**src/rtl/rf_write_arbiter.sv**
```systemverilog
// Round-robin owner of the register-file write port, shared by core writeback (C) and debug (D),
// with a scrub sequencer that zeroes x1..x(NUM_REGS-1) without a global reset.
module rf_write_arbiter #(
  parameter int DATA_W   = 32,
  parameter int ADDR_W   = 5,
  parameter int NUM_REGS = 32
) (
  input  logic              clk_i,
  input  logic              rst_i,
  input  logic              scrub_start_i,
  output logic              scrub_busy_o,
  output logic              scrub_done_o,
  input  logic              c_valid_i,
  output logic              c_ready_o,
  input  logic [ADDR_W-1:0] c_addr_i,
  input  logic [DATA_W-1:0] c_data_i,
  input  logic              d_valid_i,
  output logic              d_ready_o,
  input  logic [ADDR_W-1:0] d_addr_i,
  input  logic [DATA_W-1:0] d_data_i,
  output logic              rf_we_o,
  output logic [ADDR_W-1:0] rf_waddr_o,
  output logic [DATA_W-1:0] rf_wdata_o
);

  typedef enum logic {IDLE, SCRUB} state_t;
  typedef enum logic {RR_C, RR_D} rr_t;

  localparam logic [ADDR_W-1:0] SCRUB_FIRST = ADDR_W'(1);
  localparam logic [ADDR_W-1:0] SCRUB_LAST  = ADDR_W'(NUM_REGS - 1);

  state_t              state_q, state_d;
  rr_t                 rr_ptr_q, rr_ptr_d;
  logic [ADDR_W-1:0]   scrub_cnt_q, scrub_cnt_d;
  logic                rf_we_q, rf_we_d;
  logic [ADDR_W-1:0]   rf_waddr_q, rf_waddr_d;
  logic [DATA_W-1:0]   rf_wdata_q, rf_wdata_d;
  logic                scrub_done_q, scrub_done_d;
  logic                c_grant, d_grant;
  logic                scrub_last;

  assign scrub_last = (scrub_cnt_q == SCRUB_LAST);

  always_ff @(posedge clk_i or posedge rst_i) begin
    if (rst_i) begin
      state_q      <= IDLE;
      rr_ptr_q     <= RR_C;
      scrub_cnt_q  <= SCRUB_FIRST;
      rf_we_q      <= 1'b0;
      rf_waddr_q   <= '0;
      rf_wdata_q   <= '0;
      scrub_done_q <= 1'b0;
    end else begin
      state_q      <= state_d;
      rr_ptr_q     <= rr_ptr_d;
      scrub_cnt_q  <= scrub_cnt_d;
      rf_we_q      <= rf_we_d;
      rf_waddr_q   <= rf_waddr_d;
      rf_wdata_q   <= rf_wdata_d;
      scrub_done_q <= scrub_done_d;
    end
  end

  // A scrub request in IDLE outranks both requesters for that cycle.
  always_comb begin
    c_grant = 1'b0;
    d_grant = 1'b0;
    if (state_q == IDLE && !scrub_start_i) begin
      if (c_valid_i && (!d_valid_i || rr_ptr_q == RR_C)) begin
        c_grant = 1'b1;
      end else if (d_valid_i) begin
        d_grant = 1'b1;
      end
    end
  end

  always_comb begin
    state_d = state_q;
    case (state_q)
      IDLE:    if (scrub_start_i) state_d = SCRUB;
      SCRUB:   if (scrub_last)    state_d = IDLE;
      default: state_d = IDLE;
    endcase
  end

  always_comb begin
    rr_ptr_d     = rr_ptr_q;
    scrub_cnt_d  = scrub_cnt_q;
    rf_we_d      = 1'b0;
    rf_waddr_d   = rf_waddr_q;
    rf_wdata_d   = rf_wdata_q;
    scrub_done_d = 1'b0;
    case (state_q)
      IDLE: begin
        if (scrub_start_i) begin
          scrub_cnt_d = SCRUB_FIRST;
        end else if (c_grant) begin
          rf_we_d    = (c_addr_i != '0);
          rf_waddr_d = c_addr_i;
          rf_wdata_d = c_data_i;
          rr_ptr_d   = RR_D;
        end else if (d_grant) begin
          rf_we_d    = (d_addr_i != '0);
          rf_waddr_d = d_addr_i;
          rf_wdata_d = d_data_i;
          rr_ptr_d   = RR_C;
        end
      end
      SCRUB: begin
        rf_we_d    = 1'b1;
        rf_waddr_d = scrub_cnt_q;
        rf_wdata_d = '0;
        if (scrub_last) begin
          scrub_done_d = 1'b1;
          scrub_cnt_d  = SCRUB_FIRST;
        end else begin
          scrub_cnt_d = scrub_cnt_q + SCRUB_FIRST;
        end
      end
      default: ;
    endcase
  end

  always_comb begin
    c_ready_o    = c_grant;
    d_ready_o    = d_grant;
    scrub_busy_o = (state_q == SCRUB);
    scrub_done_o = scrub_done_q;
    rf_we_o      = rf_we_q;
    rf_waddr_o   = rf_waddr_q;
    rf_wdata_o   = rf_wdata_q;
  end

endmodule
```
**config.mk**
```make
export PLATFORM = sky130hd
export DESIGN_NAME = rf_write_arbiter
export DESIGN_NICKNAME = d
export VERILOG_FILES = /design/src/rtl/rf_write_arbiter.sv
export SDC_FILE = /design/constraint.sdc
export NUM_CORES = 1
export LEC_CHECK = 0
export ABC_AREA = 0
export CAP_MARGIN = 25
export CELL_PAD_IN_SITES_DETAIL_PLACEMENT = 0
export CELL_PAD_IN_SITES_GLOBAL_PLACEMENT = 2
export CORE_MARGIN = 5
export CORE_UTILIZATION = 23
export CTS_CLUSTER_SIZE = 40
export DETAILED_ROUTE_END_ITERATION = 8
export GPL_ROUTABILITY_DRIVEN = 0
export PLACE_DENSITY = 0.77
export SETUP_SLACK_MARGIN = 0.3
export SKIP_CTS_REPAIR_TIMING = 1
export SYNTH_ARGS = -nofsm -noshare
export SYNTH_HDL_FRONTEND = slang
export SYNTH_SLANG_ARGS = --single-unit
```
**constraint.sdc**
```tcl
create_clock -name clk_i -period 2.1 [get_ports clk_i]
set_clock_uncertainty 0.1 [all_clocks]
set_input_delay 0.42 -clock clk_i [delete_from_list [all_inputs] [get_ports clk_i]]
set_output_delay 0.42 -clock clk_i [all_outputs]
set_load 0.01 [all_outputs]
```
==> results of run 1 <==
[worst max-delay path by stage]
stage                                 startpoint         to  slack [ns]  cells past startpoint
final                     scrub_busy_o$_DFF_PP0_  d_ready_o        0.22                      3
after floorplan                    scrub_start_i  d_ready_o        0.28                      5
after CTS                              d_valid_i  d_ready_o       -0.46                      4
after global routing      scrub_busy_o$_DFF_PP0_  c_ready_o        0.17                      5
after global placement                 d_valid_i  d_ready_o       -0.46                      4
after detailed placement               d_valid_i  d_ready_o       -0.46                      4
[registers in the layout, summed over array words and instances, names as in the netlist]
| register | cells |
|---|---|
| rf_waddr_o | 5 |
| rf_wdata_o | 32 |
| rf_we_o | 1 |
| rr_ptr_q | 1 |
| scrub_busy_o | 1 |
| scrub_cnt_q | 5 |
| scrub_done_o | 1 |
[area by class of cell]
class                      instances  share of cell area, %
sequential                        46                   27.6
tap                              140                   4.19
inverter                           3                  0.269
multi-input combinational        188                   31.0
clock buffer                       8                   2.63
timing repair buffer             140                   34.3
[cell usage after synthesis (2+ instances only)]
master,n
ha_1,2
and2b_1,8
o21ai_1,28
nand2_1,4
o21ai_0,9
a22oi_1,4
clkbuf_1,9
inv_1,3
nand2b_1,4
buf_2,10
o211ai_1,2
a21oi_1,3
nand3_1,37
buf_12,2
nor2_1,3
nor2b_1,29
and2_1,2
dfrtp_1,45
mux2i_1,33
[metal layers]
| layer | routed length [um] | GRT usage [%] |
|---|---|---|
| met1 | 3980 | 17.4 |
| met2 | 3870 | 18.9 |
| met3 | 775 | 3.66 |
| met4 | 47 | 2.35 |
| met5 | 0 | 0 |
[kinds of logic (layout without fill, tap and decap cells)]
logic type,after synthesis,in the layout
buf+inv,26,151
compound gates,55,55
simple gates,98,98
mux,33,33
fa+ha+maj,2,2
flops,46,46
[critical path: stages, from the launching register on]
cell,delay (ns)
dfrtp_2,0.45
or3b_4,0.42
nor2_4,0.09
buf_6,0.10
[through the flow]
step	setup TNS (ns)	setup WS (ns)
3_5_place_dp	-7.97	-0.461
4_1_cts	-0.764	-0.463
3_3_place_gp	-7.41	-0.463
6_report	0	0.222
2_1_floorplan	0	0.283
5_1_grt	0	0.170
[report_power, final]
part / switching [mW] / leakage (nW) / internal (mW) / total [mW]
sequential: 0.116 / 0.609 / 1.03 / 1.15
clock: 0.323 / 0.0575 / 0.333 / 0.657
combinational: 0.403 / 1.26 / 0.527 / 0.930
==> results by group, run 1 <==
Logic synthesis
  – Synth Net Count: 341
  – Synth Instances: 260
  – Complex-gate fraction of the synthesized area: 12.8%
  – Sequential area share after synthesis: 44.9%
  – Synth Register Bits: 46
  – Synth unique cells: 42
  – Largest family of logic cells by synthesized area: simple AND/OR/NAND/NOR gates
  – Post-Syn Area: 2560 um^2
  – Primary FF master, synth: dfrtp_1
  – Mux cell area share after synthesis: 12.9%
  – Ys Warns: 0
  – Syn_area_per_cell: 9.86 um^2
  – Post-synthesis adder-cell area fraction: 0.976%
  – Synth async-reset ratio: 100%
  – Yosys top cell area share: 43.9%
  – Post-synth EDFFs: 0
  – Post-Synth Simple-Gate Area: 22.1%
  – Largest cells by area after synthesis: dfrtp_1 (44%), mux2i_1 (13%), nand3_1 (7.2%), nor2b_1 (7.1%), o21ai_1 (5.5%)
  – Xor/xnor share of the synthesized area: 0%
  – Yosys top cell by area: dfrtp_1

GRT
  – Total GRT Usage: 12.3%
  – Vias in the first global route: 2,426
  – Grt ovf: 0
  – Largest net degree at the start of global routing: 43
  – Initial antenna violation count: 0
  – First-pass GRT wire length: 13,100 um

Clocking
  – Clock Latency Late Sink: 0.30 ns
  – CTS clk-pin slew, worst paths: 0.09 ns
  – CTS tree: yes
  – Total CTS buffers: 5
  – CTS Buffer Depth: 2
  – CTS root buffer: clkbuf_8
  – Htree depth: 2
  – Clk sinks: 46

STA
  – Hold Fails Final Rpt: 0
  – Unrepaired setup endpoints after global routing: true
  – Max_slew headroom: 60.1%
  – Least-Margin Pin Slew: 0.598 ns
  – Hold Worst Slack: 0.309 ns
  – Final setup vio count: 0
  – Final min period: 1.88 ns
  – Highest Clock Rate: 0.532 GHz
  – Period utilization: 89.4%
  – Slew Viols, Final: 0

Routing
  – First drt pass iteration count: 4
  – DRC Markers: 0
  – Drt initial violations: 102
  – Vias/cell: 4.66
  – WL final: 8680 um
  – Antenna viol nets, final: 0
  – Routed WL per cell: 16.5 um
  – Vias post-DR: 2,445

Floorplan
  – Die area: 13,400 um^2
  – Initial Util: 23.5%
  – Die H: 116 um
  – # rows: 38
  – Core area: 10,900 um^2
  – Die width: 116 um
  – I/O pin cnt: 121

Cells and area
  – Most common cell after layout, fill and taps aside: clkdlybuf4s50_1
  – Fillers: 1,132
  – Design Area, Final: 4180 um^2
  – Register area: 1150 um^2
  – Most frequent cells in the layout: clkdlybuf4s50_1 (112), dfrtp_1 (44), nand3_1 (37), mux2i_1 (33)
  – Util after Layout: 38.4%
  – Fraction of final layout cells sized beyond drive strength 1: 10.9%
  – Area of the multi-input gates: 1300 um^2
  – # nets final: 465
  – Area Overhead vs Synth: 63.0%
  – Fin cells: 525
  – Diode count: 0

Worst setup path
  – CP endpoint kind: output port
  – Reg2Reg Depth: 6
  – Crit path kind: reg2out
  – Reg2reg start: scrub_busy_o$_DFF_PP0_
  – CP max FO: 3
  – R2R setup slack: 0.32 ns
  – Worst path required time: 1.58 ns
  – R2R Path End: rf_waddr_o[0]$_DFFE_PP0P_
  – Arrival @ worst endpoint: 1.36 ns
  – CP Launch Type: flop

Pwr
  – Pwr Density: 655 nW/um^2
  – Design Power: 2.74 mW
  – Leakage: 1.93 nW
  – Peak supply drop: 342 uV

Place
  – Dpl cells: 512
  – Hpwl dp: 5890 um
  – Placed instance area: 3940 um^2
  – I/O Buffers: 120

Status
  – Status: complete, no violations

Run
  – Max Cap Viol: 0

Worst hold path
  – HP Class: in2async
Note: power is estimated with default switching activity, not from simulation.
==> inputs of run 2 (changes only) <==
--- a/config.mk
+++ b/config.mk
@@ -7,14 +7,14 @@
 export LEC_CHECK = 0
 export ABC_AREA = 0
 export CAP_MARGIN = 25
-export CELL_PAD_IN_SITES_DETAIL_PLACEMENT = 0
-export CELL_PAD_IN_SITES_GLOBAL_PLACEMENT = 2
+export CELL_PAD_IN_SITES_DETAIL_PLACEMENT = 1
+export CELL_PAD_IN_SITES_GLOBAL_PLACEMENT = 1
 export CORE_MARGIN = 5
-export CORE_UTILIZATION = 23
+export CORE_UTILIZATION = 30
 export CTS_CLUSTER_SIZE = 40
 export DETAILED_ROUTE_END_ITERATION = 8
 export GPL_ROUTABILITY_DRIVEN = 0
-export PLACE_DENSITY = 0.77
+export PLACE_DENSITY = 0.78
 export SETUP_SLACK_MARGIN = 0.3
 export SKIP_CTS_REPAIR_TIMING = 1
 export SYNTH_ARGS = -nofsm -noshare
==> results by group, run 2 (synthesized netlist as in run 1, its figures left out) <==
Status
  – Status: complete, no violations (unchanged)

Floorplan
  – Initial Util: 31.0% (was 23.5%)
  – I/O pin cnt: 121 (unchanged)
  – Die width: 102 um (was 116 um)
  – Die H: 102 um (was 116 um)
  – Core area: 8260 um^2 (was 10,900 um^2)
  – Die area: 10,500 um^2 (was 13,400 um^2)
  – # rows: 33 (was 38)

GRT
  – Vias in the first global route: 2,721 (was 2,426)
  – Grt ovf: 0 (unchanged)
  – Initial antenna violation count: 0 (unchanged)
  – First-pass GRT wire length: 13,700 um (was 13,100 um)
  – Total GRT Usage: 16.8% (was 12.3%)
  – Largest net degree at the start of global routing: 38 (was 43)

Pwr
  – Switching share of total power: 31.1% (was 30.8%)
  – Clock power share: 20.5% (was 24.0%)
  – Peak supply drop: 528 uV (was 342 uV)
  – Leakage: 1.92 nW (was 1.93 nW)
  – Pwr Density: 655 nW/um^2 (about the same)
  – NetSw: 851 uW (was 843 uW)
  – Sequential share of power: 42.1% (was 42.0%)
  – Internal power: 1.88 mW (was 1.89 mW)
  – Combinational Power Share: 37.4% (was 34.0%)
  – Design Power: 2.73 mW (was 2.74 mW)

Routing
  – WL final: 9060 um (was 8680 um)
  – Vias post-DR: 2,469 (was 2,445)
  – First drt pass iteration count: 4 (unchanged)
  – DRC Markers: 0 (unchanged)
  – Drt initial violations: 65 (was 102)
  – Vias/cell: 4.99 (was 4.66)
  – Antenna viol nets, final: 0 (unchanged)
  – Routed WL per cell: 18.3 um (was 16.5 um)

Cells and area
  – # nets final: 470 (was 465)
  – Area Overhead vs Synth: 63.0% (about the same)
  – Largest register FFs: 32 (unchanged)
  – Most frequent cells in the layout: clkdlybuf4s50_1 (114), dfrtp_1 (44), nand3_1 (37), mux2i_1 (33), o21ai_1 (29) (was clkdlybuf4s50_1 (112), dfrtp_1 (44), nand3_1 (37), mux2i_1 (33))
  – Most common cell after layout, fill and taps aside: clkdlybuf4s50_1 (unchanged)
  – Diode count: 0 (unchanged)
  – Fraction of final layout cells sized beyond drive strength 1: 12.3% (was 10.9%)
  – Design Area, Final: 4180 um^2 (about the same)
  – Util after Layout: 50.6% (was 38.4%)

Worst hold path
  – HP Class: in2async (unchanged)

Worst setup path
  – Arrival @ worst endpoint: 1.37 ns (was 1.36 ns)
  – Crit-path cells: or3b_4, nor2_4, buf_6 (unchanged)
  – R2R setup slack: 0.28 ns (was 0.32 ns)
  – Critical-path top delay cell: dfrtp_2 (unchanged)
  – Worst path required time: 1.58 ns (about the same)
  – R2R Path End: rf_waddr_o[3]$_DFFE_PP0P_ (was rf_waddr_o[0]$_DFFE_PP0P_)
  – CP endpoint kind: output port (unchanged)
  – CP Launch Type: flop (unchanged)
  – CP max FO: 3 (unchanged)
  – Reg2reg start: scrub_busy_o$_DFF_PP0_ (unchanged)
  – Crit path kind: reg2out (unchanged)
  – Reg2Reg Depth: 7 (was 6)
  – Worst path max stage delay: 0.43 ns (was 0.45 ns)

Run
  – Max Cap Viol: 0 (unchanged)

STA
  – Final min period: 1.89 ns (was 1.88 ns)
  – Least-Margin Pin Slew: 0.612 ns (was 0.598 ns)
  – Slew Viols, Final: 0 (unchanged)
  – Period utilization: 89.8% (was 89.4%)
  – Unrepaired setup endpoints after global routing: true (unchanged)
  – Max_slew headroom: 59.2% (was 60.1%)
  – Hold Fails Final Rpt: 0 (unchanged)
  – Final setup vio count: 0 (unchanged)
  – Highest Clock Rate: 0.530 GHz (was 0.532 GHz)

Place
  – I/O Buffers: 120 (unchanged)
  – Placed instance area: 3890 um^2 (was 3940 um^2)
  – Hpwl dp: 6360 um (was 5890 um)

Clocking
  – CTS tree: yes (unchanged)
  – CTS root buffer: clkbuf_8 (unchanged)
  – Htree depth: 2 (unchanged)
  – CTS Buffer Depth: 2 (unchanged)
  – Clk sinks: 46 (unchanged)
  – Total CTS buffers: 5 (unchanged)
  – Clock Latency Late Sink: 0.29 ns (was 0.30 ns)
  – CTS clk-pin slew, worst paths: 0.09 ns (about the same)
run 2: power by group through the flow:
stage | Sequential [mW] | Clock [mW] | Combinational, mW
2_1_floorplan | 1.17 | 0 | 0.412
3_3_place_gp | 1.16 | 0 | 0.877
3_5_place_dp | 1.17 | 0 | 0.897
4_1_cts | 1.15 | 0.588 | 0.899
5_1_grt | 1.17 | 0.623 | 1.11
6_report | 1.15 | 0.561 | 1.02
run 2: metrics by stage:
stage / setup TNS (ns) / setup WS (ns) / hold WS, ns / std cells
floorplan: 0 / 0.283 / 0.364 / 260
global placement: -7.23 / -0.512 / 0.381 / 477
detailed placement: -7.99 / -0.513 / 0.412 / 477
CTS: -0.827 / -0.513 / 0.289 / 485
global route: 0 / 0.151 / 0.302 / 495
finish: 0 / 0.215 / 0.294 / 495
run 2: area by class of cell:
| type | count | area, um^2 |
|---|---|---|
| Tap cell | 105 | 131 |
| Clock buffer | 7 | 86.3 |
| Fill cell | 930 | 4080 |
| Sequential cell | 46 | 1150 |
| Clock inverter | 1 | 5.00 |
| Multi-Input combinational cell | 188 | 1300 |
| Inverter | 3 | 11.3 |
| Timing Repair Buffer | 145 | 1490 |
run 2: worst max-delay path by stage:
stage                            from         to  slack [ns]  depth (start not counted)
2_1_floorplan           scrub_start_i  d_ready_o        0.28                          5
3_3_place_gp                d_valid_i  d_ready_o       -0.51                          4
3_5_place_dp                d_valid_i  d_ready_o       -0.51                          4
4_1_cts                     d_valid_i  d_ready_o       -0.51                          4
5_1_grt        scrub_busy_o$_DFF_PP0_  d_ready_o        0.15                          3
6_report       scrub_busy_o$_DFF_PP0_  d_ready_o        0.21                          3
run 2: routing by layer:
layer	part of all wire (%)	up-vias	track usage (%)
met5	0	-	0
met4	0.35	0	2.93
met3	5.5	2	3.69
met2	50	77	29.0
met1	44	1208	21.7
li1	-	1182	-
run 2: critical path: cells and delay by family, from the launching register on:
family | cells | cell delay, ns
DFF | 1 | 0.43
buffers and inverters | 1 | 0.11
and+or+nand+nor | 2 | 0.54
==> inputs of run 3 (changes only) <==
--- a/config.mk
+++ b/config.mk
@@ -14,7 +14,7 @@
 export CTS_CLUSTER_SIZE = 40
 export DETAILED_ROUTE_END_ITERATION = 8
 export GPL_ROUTABILITY_DRIVEN = 0
-export PLACE_DENSITY = 0.78
+export PLACE_DENSITY = 0.87
 export SETUP_SLACK_MARGIN = 0.3
 export SKIP_CTS_REPAIR_TIMING = 1
 export SYNTH_ARGS = -nofsm -noshare
==> results by group, run 3 (synthesized netlist as in run 1, its figures left out) <==
Pwr
  – Pwr Density: 673 nW/um^2 (was 655 nW/um^2)
  – Leakage: 1.86 nW (was 1.92 nW)
  – Peak supply drop: 437 uV (was 528 uV)

Routing
  – Drt initial violations: 46 (was 65)
  – Routed WL per cell: 18.7 um (was 18.3 um)
  – WL final: 9070 um (was 9060 um)
  – Vias post-DR: 2,491 (was 2,469)
  – Vias/cell: 5.15 (was 4.99)
  – First drt pass iteration count: 4 (unchanged)
  – Antenna viol nets, final: 0 (unchanged)
  – DRC Markers: 0 (unchanged)

Cells and area
  – Diode count: 0 (unchanged)
  – Design Area, Final: 4060 um^2 (was 4180 um^2)
  – Area Overhead vs Synth: 58.3% (was 63.0%)
  – # nets final: 459 (was 470)
  – Most frequent cells in the layout: clkdlybuf4s50_1 (114), dfrtp_1 (44), nand3_1 (37), mux2i_1 (33) (was clkdlybuf4s50_1 (114), dfrtp_1 (44), nand3_1 (37), mux2i_1 (33), o21ai_1 (29))
  – Fillers: 916 (was 930)
  – Fraction of final layout cells sized beyond drive strength 1: 10.0% (was 12.3%)
  – Largest register FFs: 32 (unchanged)
  – Most common cell after layout, fill and taps aside: clkdlybuf4s50_1 (unchanged)

Worst setup path
  – Worst Path Buf+Inv: 1 (unchanged)
  – Worst path max stage delay: 0.44 ns (was 0.43 ns)
  – R2R setup slack: 0.32 ns (was 0.28 ns)
  – CP Launch Type: flop (unchanged)
  – Crit-path cells: or3b_4, nor2_4, buf_6 (unchanged)
  – CP max FO: 2 (was 3)
  – CP endpoint kind: output port (unchanged)
  – Crit path kind: reg2out (unchanged)
  – Worst path required time: 1.58 ns (about the same)
  – Critical-path top delay cell: dfrtp_2 (unchanged)
  – CP top delay family: simple AND/OR/NAND/NOR gates (unchanged)
  – Arrival @ worst endpoint: 1.36 ns (was 1.37 ns)

GRT
  – Initial antenna violation count: 0 (unchanged)
  – Grt ovf: 0 (unchanged)
  – Largest net degree at the start of global routing: 43 (was 38)
  – Global routing usage on met1: 22.7% (was 21.7%)
  – First-pass GRT wire length: 14,500 um (was 13,700 um)
  – Grt peak-use layer: met2 (unchanged)
  – Met2 Resource Use GR: 30.6% (was 29.0%)
  – Total GRT Usage: 17.6% (was 16.8%)
  – Met3 usage: 3.55% (was 3.69%)
  – Vias in the first global route: 2,866 (was 2,721)

STA
  – Unrepaired setup endpoints after global routing: true (unchanged)
  – Setup TNS: 0 ns (unchanged)
  – Final min period: 1.88 ns (was 1.89 ns)
  – Least-Margin Pin Slew: 0.592 ns (was 0.612 ns)
  – Final setup vio count: 0 (unchanged)
  – Slew Viols, Final: 0 (unchanged)
  – Highest Clock Rate: 0.531 GHz (was 0.530 GHz)
  – Period utilization: 89.6% (was 89.8%)
  – Hold Fails Final Rpt: 0 (unchanged)
  – Max_slew headroom: 60.5% (was 59.2%)

Floorplan
  – Die width: 102 um (unchanged)
  – Core area: 8260 um^2 (unchanged)
  – Die area: 10,500 um^2 (unchanged)
  – I/O pin cnt: 121 (unchanged)
  – Initial Util: 31.0% (unchanged)
  – # rows: 33 (unchanged)
  – Die H: 102 um (unchanged)

Clocking
  – Clk sinks: 46 (unchanged)
  – Htree depth: 2 (unchanged)
  – Total CTS buffers: 5 (unchanged)
  – CTS tree: yes (unchanged)
  – CTS root buffer: clkbuf_8 (unchanged)
  – CTS clk-pin slew, worst paths: 0.09 ns (about the same)
  – Clock Latency Late Sink: 0.30 ns (was 0.29 ns)
  – CTS Buffer Depth: 2 (unchanged)

Place
  – Placed instance area: 3880 um^2 (was 3890 um^2)
  – I/O Buffers: 120 (unchanged)
  – Hpwl dp: 6640 um (was 6360 um)

Worst hold path
  – HP Class: in2async (unchanged)

Run
  – Max Cap Viol: 0 (unchanged)

Status
  – Status: complete, no violations (unchanged)
run 3: worst paths after layout:
kind / start / to / cells past startpoint
worst max-delay path: scrub_busy_o$_DFF_PP0_ / d_ready_o / 3
min in group clk_i: scrub_start_i / rf_waddr_o[0]$_DFFE_PP0P_ / 3
worst min register to register: scrub_cnt_q[3]$_DFFE_PP0P_ / scrub_cnt_q[3]$_DFFE_PP0P_ / 1
worst min-delay path: rst_i / scrub_done_o$_DFF_PP0_ / 2
max in group asynchronous: rst_i / rf_wdata_o[24]$_DFFE_PP0P_ / 3
worst max register to register: scrub_busy_o$_DFF_PP0_ / rf_wdata_o[2]$_DFFE_PP0P_ / 4
run 3: stage by stage:
step | util [%] | hold WS (ns) | setup WS [ns] | power, mW | instances
final | 49.2 | 0.313 | 0.218 | 2.73 | 484
after detailed placement | 47.0 | 0.406 | -0.527 | 2.07 | 476
after global routing | 49.2 | 0.350 | 0.166 | 2.90 | 484
after CTS | 48.4 | 0.319 | -0.527 | 2.75 | 484
after global placement | 47.0 | 0.384 | -0.507 | 2.03 | 476
after floorplan | - | 0.364 | 0.283 | 1.58 | 260
run 3: cell type report:
class / instances / area, um^2 / share of cell area [%]
clock inverter: 3 / 40.0 / 0.986
multi-input combinational: 188 / 1290 / 31.9
inverter: 3 / 11.3 / 0.277
sequential: 46 / 1150 / 28.4
clock buffer: 5 / 68.8 / 1.70
timing repair buffer: 134 / 1360 / 33.5
tap: 105 / 131 / 3.24
run 3: metal layers:
layer / routed length [um] / share of wire (%)
met4: 51 / 0.56
met2: 4590 / 51
met1: 3900 / 43
met5: 0 / 0
met3: 524 / 5.8
run 3: where the power goes:
group	switching, mW	leakage, nW	total, mW	internal (mW)
clock	0.311	0.0579	0.662	0.351
combinational	0.409	1.19	0.914	0.505
sequential	0.124	0.609	1.16	1.03
